--- src/rtl/serial_signed_addsub_if.sv ---
// Operand/result bundle for the bit-serial signed adder/subtractor.
// The master requests operations; the slave (datapath) reports status and results.
interface serial_signed_addsub_if #(
    parameter int unsigned WIDTH = 8
);
    logic             start;
    logic             op;
    logic [WIDTH-1:0] a;
    logic [WIDTH-1:0] b;
    logic             busy;
    logic             done;
    logic [WIDTH-1:0] result;
    logic             overflow;
    logic             carry_out;

    modport master (
        output start, op, a, b,
        input  busy, done, result, overflow, carry_out
    );

    modport slave (
        input  start, op, a, b,
        output busy, done, result, overflow, carry_out
    );
endinterface

--- src/rtl/serial_signed_addsub.sv ---
// Bit-serial two's-complement add/subtract, LSB first, one bit per clock.
// The full-adder cell is two half_adder cells plus an OR gate.
module half_adder (
    input  logic x,
    input  logic y,
    output logic s,
    output logic c
);
    always_comb begin
        s = x ^ y;
        c = x & y;
    end
endmodule

module serial_signed_addsub #(
    parameter int unsigned WIDTH = 8
) (
    input  logic                  clk,
    input  logic                  rst,
    serial_signed_addsub_if.slave bus
);
    localparam int unsigned CW = (WIDTH > 1) ? $clog2(WIDTH) : 1;
    localparam logic [CW-1:0] LAST = CW'(WIDTH - 1);

    localparam logic [1:0] IDLE = 2'd0;
    localparam logic [1:0] RUN  = 2'd1;
    localparam logic [1:0] DONE = 2'd2;

    logic [1:0]       state;
    logic [CW-1:0]    cnt;
    logic [WIDTH-1:0] opa;
    logic [WIDTH-1:0] opb;
    logic [WIDTH-1:0] acc;
    logic             carry;
    logic [WIDTH-1:0] result_q;
    logic             overflow_q;
    logic             carry_out_q;

    logic             s0, c0, s, c1;
    logic             carry_nxt;
    logic [WIDTH-1:0] acc_nxt;

    half_adder u_ha0 (.x(opa[0]), .y(opb[0]), .s(s0), .c(c0));
    half_adder u_ha1 (.x(s0),     .y(carry),  .s(s),  .c(c1));

    always_comb begin
        carry_nxt = c0 | c1;
        acc_nxt   = {s, acc[WIDTH-1:1]};
    end

    always_ff @(posedge clk or posedge rst) begin
        if (rst) begin
            state       <= IDLE;
            cnt         <= '0;
            opa         <= '0;
            opb         <= '0;
            acc         <= '0;
            carry       <= 1'b0;
            result_q    <= '0;
            overflow_q  <= 1'b0;
            carry_out_q <= 1'b0;
        end else begin
            case (state)
                IDLE: begin
                    if (bus.start) begin
                        // Subtraction runs as a + ~b + 1: invert b, seed carry with 1.
                        opa   <= bus.a;
                        opb   <= bus.op ? ~bus.b : bus.b;
                        carry <= bus.op;
                        cnt   <= '0;
                        acc   <= '0;
                        state <= RUN;
                    end
                end
                RUN: begin
                    opa   <= {1'b0, opa[WIDTH-1:1]};
                    opb   <= {1'b0, opb[WIDTH-1:1]};
                    carry <= carry_nxt;
                    acc   <= acc_nxt;
                    if (cnt == LAST) begin
                        // carry here is the carry into the MSB; overflow when it differs from carry out.
                        result_q    <= acc_nxt;
                        carry_out_q <= carry_nxt;
                        overflow_q  <= carry ^ carry_nxt;
                        cnt         <= '0;
                        state       <= DONE;
                    end else begin
                        cnt <= cnt + CW'(1);
                    end
                end
                DONE:    state <= IDLE;
                default: state <= IDLE;
            endcase
        end
    end

    always_comb begin
        bus.busy      = (state == RUN);
        bus.done      = (state == DONE);
        bus.result    = result_q;
        bus.overflow  = overflow_q;
        bus.carry_out = carry_out_q;
    end
endmodule

--- src/flat_wrapper.sv ---
// flat-port wrapper written by rule: the top's interface ports become plain ports
module serial_signed_addsub_flat 
#(
    parameter int unsigned WIDTH = 8
)
  (clk, rst, bus_start, bus_op, bus_a, bus_b, bus_busy, bus_done, bus_result, bus_overflow, bus_carry_out);
  serial_signed_addsub_if #(.WIDTH(WIDTH)) bus_i ();
  input  logic clk;
  input  logic rst;
  input wire logic [$bits(bus_i.start)-1:0] bus_start;
  input wire logic [$bits(bus_i.op)-1:0] bus_op;
  input wire logic [$bits(bus_i.a)-1:0] bus_a;
  input wire logic [$bits(bus_i.b)-1:0] bus_b;
  output wire logic [$bits(bus_i.busy)-1:0] bus_busy;
  output wire logic [$bits(bus_i.done)-1:0] bus_done;
  output wire logic [$bits(bus_i.result)-1:0] bus_result;
  output wire logic [$bits(bus_i.overflow)-1:0] bus_overflow;
  output wire logic [$bits(bus_i.carry_out)-1:0] bus_carry_out;
  assign bus_i.start = bus_start;
  assign bus_i.op = bus_op;
  assign bus_i.a = bus_a;
  assign bus_i.b = bus_b;
  assign bus_busy = bus_i.busy;
  assign bus_done = bus_i.done;
  assign bus_result = bus_i.result;
  assign bus_overflow = bus_i.overflow;
  assign bus_carry_out = bus_i.carry_out;
  serial_signed_addsub #(.WIDTH(WIDTH)) u_core (.clk(clk), .rst(rst), .bus(bus_i));
endmodule
--- config.mk ---
export PLATFORM = sky130hd
export DESIGN_NAME = serial_signed_addsub_flat
export DESIGN_NICKNAME = d
export VERILOG_FILES = /design/src/rtl/serial_signed_addsub_if.sv /design/src/rtl/serial_signed_addsub.sv /design/src/flat_wrapper.sv
export SDC_FILE = /design/constraint.sdc
export NUM_CORES = 1
export LEC_CHECK = 0
export BUFFER_PORTS_ARGS = -buffer_cell sky130_fd_sc_hd__buf_2
export CORE_MARGIN = 2
export CORE_UTILIZATION = 55
export CTS_BUF_LIST = sky130_fd_sc_hd__clkbuf_4
export DETAILED_ROUTE_END_ITERATION = 10
export HOLD_SLACK_MARGIN = 0.15
export PLACE_DENSITY = 0.78
export RECOVER_POWER = 25
export SETUP_SLACK_MARGIN = 0.4
export SLEW_MARGIN = 20
export SYNTH_ARGS = -nofsm -noshare
export SYNTH_HDL_FRONTEND = slang
export SYNTH_HIERARCHICAL = 1
export SYNTH_SLANG_ARGS = --single-unit
--- constraint.sdc ---
create_clock -name clk -period 3 [get_ports clk]
set_input_delay 0.6 -clock clk [delete_from_list [all_inputs] [get_ports clk]]
set_output_delay 0.6 -clock clk [all_outputs]
set_load 0.1 [all_outputs]
== After elaboration in Yosys (flattened, before gate mapping) ==
Cells that the tools add are included.

* $add $sub $neg: 1
* $mul: 0
* Divide/modulo/power cells: 0
* Order comparisons: 0
* Equal/unequal tests: 5
* Shift operators: 0
* Mux-type cells: 15
* Bitwise operators: 7
* Reductions and logical operators: 5

{| class="wikitable"
|+ Operator list
! kind !! number
|-
| $pmux W8 S2 || 3
|-
| $mux W8 || 4
|-
| $not A8 Y8 || 1
|-
| $mux W3 || 2
|-
| $pmux W3 S2 || 1
|-
| $reduce_and A2 Y1 || 3
|-
| $mux W2 || 2
|-
| $pmux W2 S2 || 1
|-
| $add A3 B1 Y3 const B || 1
|-
| $eq A3 B3 Y1 const B || 1
|-
| $xor A1 B1 Y1 || 3
|-
| $and A1 B1 Y1 || 2
|-
| $eq A2 B1 Y1 const B || 1
|-
| $eq A2 B2 Y1 const B || 1
|-
| $logic_not A2 Y1 || 1
|-
| $ne A2 B1 Y1 const B || 1
|-
| $ne A2 B2 Y1 const B || 1
|-
| $pmux W1 S2 || 1
|-
| $reduce_bool A2 Y1 || 1
|-
| $mux W1 || 1
|-
| $or A1 B1 Y1 || 1
|}

* Register bits: 40
* Bits in latches: 0
* Memory bits (writable): 0
* Bits in read-only memories: 0
* Input bits: 20
* Output and inout bits: 12
* Memories kept: 0

== Longest topological paths before layout ==
* Word-level depth: 4
* Depth in mapped cells: 6

== By module ==
Netlist, hierarchy kept.

{| class="wikitable"
|+ By module, submodules not included
! module !! instances !! cells each !! area each (um^2)
|-
| serial_signed_addsub || 1 || 141 || 1700.4
|-
| half_adder || 2 || 1 || 12.5
|}

== Worst setup path before layout ==
Ideal clock, no wire load.

* Path type: register to output
* Start: register u_core.state[0]
* End: output bus_done
* Arrival: 2.077 ns
* Required time: 2.400 ns
* Slack: 0.323 ns
* Stages on the path, launching flop included: 4
* Cells stage by stage: dfrtp_1 -> buf_2 -> buf_2 -> nor2b_1

* Cells in the longest elaborated chain, start to end: 1

{| class="wikitable"
|+ RTL lines
! element !! RTL line !! text
|-
| start: declaration || serial_signed_addsub.sv:29 || <nowiki>logic [1:0] state;</nowiki>
|-
| start signal: assignment || serial_signed_addsub.sv:53 || <nowiki>state <= IDLE;</nowiki>
|-
| start signal: assignment || serial_signed_addsub.sv:72 || <nowiki>state <= RUN;</nowiki>
|-
| start signal: assignment || serial_signed_addsub.sv:86 || <nowiki>state <= DONE;</nowiki>
|-
| $eq A2 B2 Y1 || serial_signed_addsub.sv:99 || <nowiki>bus.done = (state == DONE);</nowiki>
|-
| end: declaration || flat_wrapper.sv:15 || <nowiki>output wire logic [$bits(bus_i.done)-1:0] bus_done;</nowiki>
|}

No other way between the ends.

== Worst setup path in the final report ==
* Start: register u_core.state[1]
* End: output bus_done

Same word-level chain as after synthesis.

==> metrics.md <==
| Metric | Value |
|---|---|
| Largest net degree at the start of global routing | `40` |
| Wire length per cell | `14.07 µm` |
| RSZ-0062 raised after global routing | `no` |
| DR DRC count | `0` |
| Total of max-cap violations | `1` |
| Final Power | `2.311 mW` |
| Vias | `1184` |
| Cell area after synthesis | `0.001725 mm²` |
| Min Hold Slack | `0.4652 ns` |
| Hold Crit Class | `in -> reg` |
| Die ar. | `0.003601 mm²` |
| GP Congestion | `0.7106` |
| Hold Buf Count CTS | `0` |
| Post-DR vias/cell | `5.406` |
| Min cycle time layout | `2.238 ns` |
| Register area share after synthesis | `56.56%` |
| Max FO, Critical Path | `17` |
| Startpoint class of the critical path | `register` |
| Ys Warns | `6` |
| Worst rel slew slack | `-35.91%` |
| Final Non-Filler Cells | `219` |
| Sink Count | `39` |
| Failing checks | `max-capacitance violations, max-slew violations` |
| Area grow syn2layout | `15.59%` |
| Synth Instances | `143` |
| Layout cell share with drive strength beyond 1 | `29.71%` |
| N_diodes | `0` |
| Max rail drop VDD | `0.0009839 V` |
| Status | `finished with violations` |
| Hold violation count in the final report | `0` |
| Final setup fails | `0` |
| Maximum clock frequency | `0.4469 GHz` |
| Row Count | `20` |
| Top delay family on crit path | `flip-flops` |
| Syn nets | `167` |
| Post-CTS Resized | `0` |
| Remaining antenna violation count | `0` |
| Syn Area/Cell | `12.07 µm²` |
| Filler instances | `237` |
| Worst EP required | `2.40 ns` |
| Starting Density | `56.98%` |
| Post-CTS Repair Setup Buffers | `0` |
| H-tree depth | `2` |
| Port Buffers | `31` |
| Register bit count reported by yosys | `39` |
| Fin Setup TNS | `0 ns` |
| Die Wd | `60.01 µm` |
| CP max-delay cell | `dfrtp_1` |
| Gr ovfl total | `0` |
| CTS root buf | `clkbuf_4` |
| Placed Cells | `212` |
| Commonest non-fill, non-tap cell in the layout | `dfrtp_1` |
| Cell Pwr Density | `1159 mW/mm²` |
| Drt pass-1 iters | `5` |
| Worst-path clk slew | `0.11 ns` |
| Slew @ Worst Pin | `2.039 ns` |
| CTS Buf Count | `5` |
| NumNets Final | `199` |
| Global-route wire length before repair | `5009 µm` |
| Cells along the critical path | `nor2b_2 > buf_2` |
| Leak | `1.037 nW` |
| Vias in the first global route | `1138` |
| CTS tree | `built` |
| Gr usage total | `19.35%` |
| Die Ht | `60.01 µm` |
| Clk_lat worst skew | `0.35 ns` |
| Worst EP arrival | `1.64 ns` |
| Max incr delay on CP | `0.65 ns` |
| Synth cell types | `24` |
| Crit path buffers/inverters | `1` |
| Initial antenna violation count | `0` |
| CP endpoint kind | `output port` |
| Placed wire-length estimate | `2138 µm` |
| Most frequent cells in the layout | `dfrtp_1, buf_2, nand2_1, o21ai_0, a22o_1` |
| Final worst path period share | `74.59%` |
| Iter 0 DRT Violations | `43` |
| Wirelength, routed | `3082 µm` |
| Maximum clock path buffer count | `2` |
| Pins Over Slew Limit | `40` |
| I/O pins | `32` |
| Clock skew | `0.01474 ns` |
| Critical path type | `reg -> out` |
| Core region area | `0.003028 mm²` |
logic make-up after synthesis:
family                     after synthesis  share of synthesized area (%)
muxes                                   10                          6.382
buffers and inverters                   13                          3.480
and+or+nand+nor                         28                          9.863
DFF                                     39                          56.56
AOI/OAI and AO/OA                       40                          16.24
adders and majority gates                4                          2.901
xor gates and xnor gates                 9                          4.569
worst register-to-register path, stage by stage (launching register included):
cell and delay, ns:
dfrtp_1 0.41, ha_1 0.20, ha_1 0.21, nand3b_1 0.42, mux2_2 0.40
metal layers:
layer | part of all wire, % | global-route usage, % | vias to the layer above
met2 | 50 | 30.75 | 24
met1 | 44 | 24.39 | 576
met3 | 4.0 | 5.195 | 6
li1 | - | - | 578
met5 | 0 | 0 | -
met4 | 1.6 | 9.524 | 0
cell usage after synthesis (all sizes together):
cell type	number	share of area [%]
dfrtp	39	57
nand2	12	2.6
o21ai	12	3.5
a22o	11	5.6
and3b	9	4.6
xor2	9	4.6
buf	8	2.3
mux2	8	5.2
a21oi	7	2.0
a221o	4	2.3
ha	4	2.9
inv	3	0.65
nor2b	3	1.1
a22oi	2	0.87
clkbuf	2	0.51
mux2i	2	1.2
nor2	2	0.44
a222oi	1	0.58
nand3b	1	0.44
nor3b	1	0.73
o21a	1	0.44
o21bai	1	0.44
o22a	1	0.51
area by class of cell:
cell class	instances	area (µm²)	area share [%]
flip-flops and latches	39	975.9	48.93
multi-input cells	91	695.7	34.88
repair buffers	35	181.4	9.097
well taps	44	55.05	2.760
clock buffers	6	45.04	2.258
clock inverters	1	30.03	1.506
inverters	3	11.26	0.5646
report_power, final:
| group | switching, mW | internal, mW | leakage (nW) | total (mW) |
|---|---|---|---|---|
| combinational | 0.775 | 0.333 | 0.490 | 1.11 |
| clock | 0.162 | 0.181 | 0.0417 | 0.343 |
| sequential | 0.126 | 0.734 | 0.506 | 0.860 |
stage by stage:
| step | instance area (µm²) | worst slack [ns] | util, % |
|---|---|---|---|
| detailed placement | 1923 | 1.136 | 63.51 |
| global route | 1994 | 0.4080 | 65.87 |
| CTS | 1998 | 0.7318 | 65.99 |
| global placement | 1923 | 1.149 | 63.51 |
| floorplan | 1728 | 0.8541 | - |
| finish | 1994 | 0.7623 | 65.87 |
state kept, by name (all words and copies together) (netlist names):
name	count
u_core/bus.result	8
u_core/opa	8
u_core/opb	8
u_core/acc	7
u_core/cnt	3
u_core/state	2
u_core/bus.carry_out	1
u_core/bus.overflow	1
u_core/carry	1
path summary, 6_finish.rpt:
kind,start,to,slack [ns],cells past startpoint
max,u_core/state[1]$_DFFE_PP0P_,bus_done,0.76,2
min,bus_a[7],u_core/opa[7]$_DFFE_PP0P_,0.47,2
max reg2reg,u_core/cnt[0]$_DFFE_PP0P_,u_core/bus.result[4]$_DFFE_PP0P_,1.25,4
min reg2reg,u_core/bus.overflow$_DFFE_PP0P_,u_core/bus.overflow$_DFFE_PP0P_,0.48,2
max in group asynchronous,rst,u_core/opb[2]$_DFFE_PP0P_,0.86,3
min in group asynchronous,rst,u_core/bus.result[0]$_DFFE_PP0P_,0.97,3
Power figures use the tool's default switching activity.
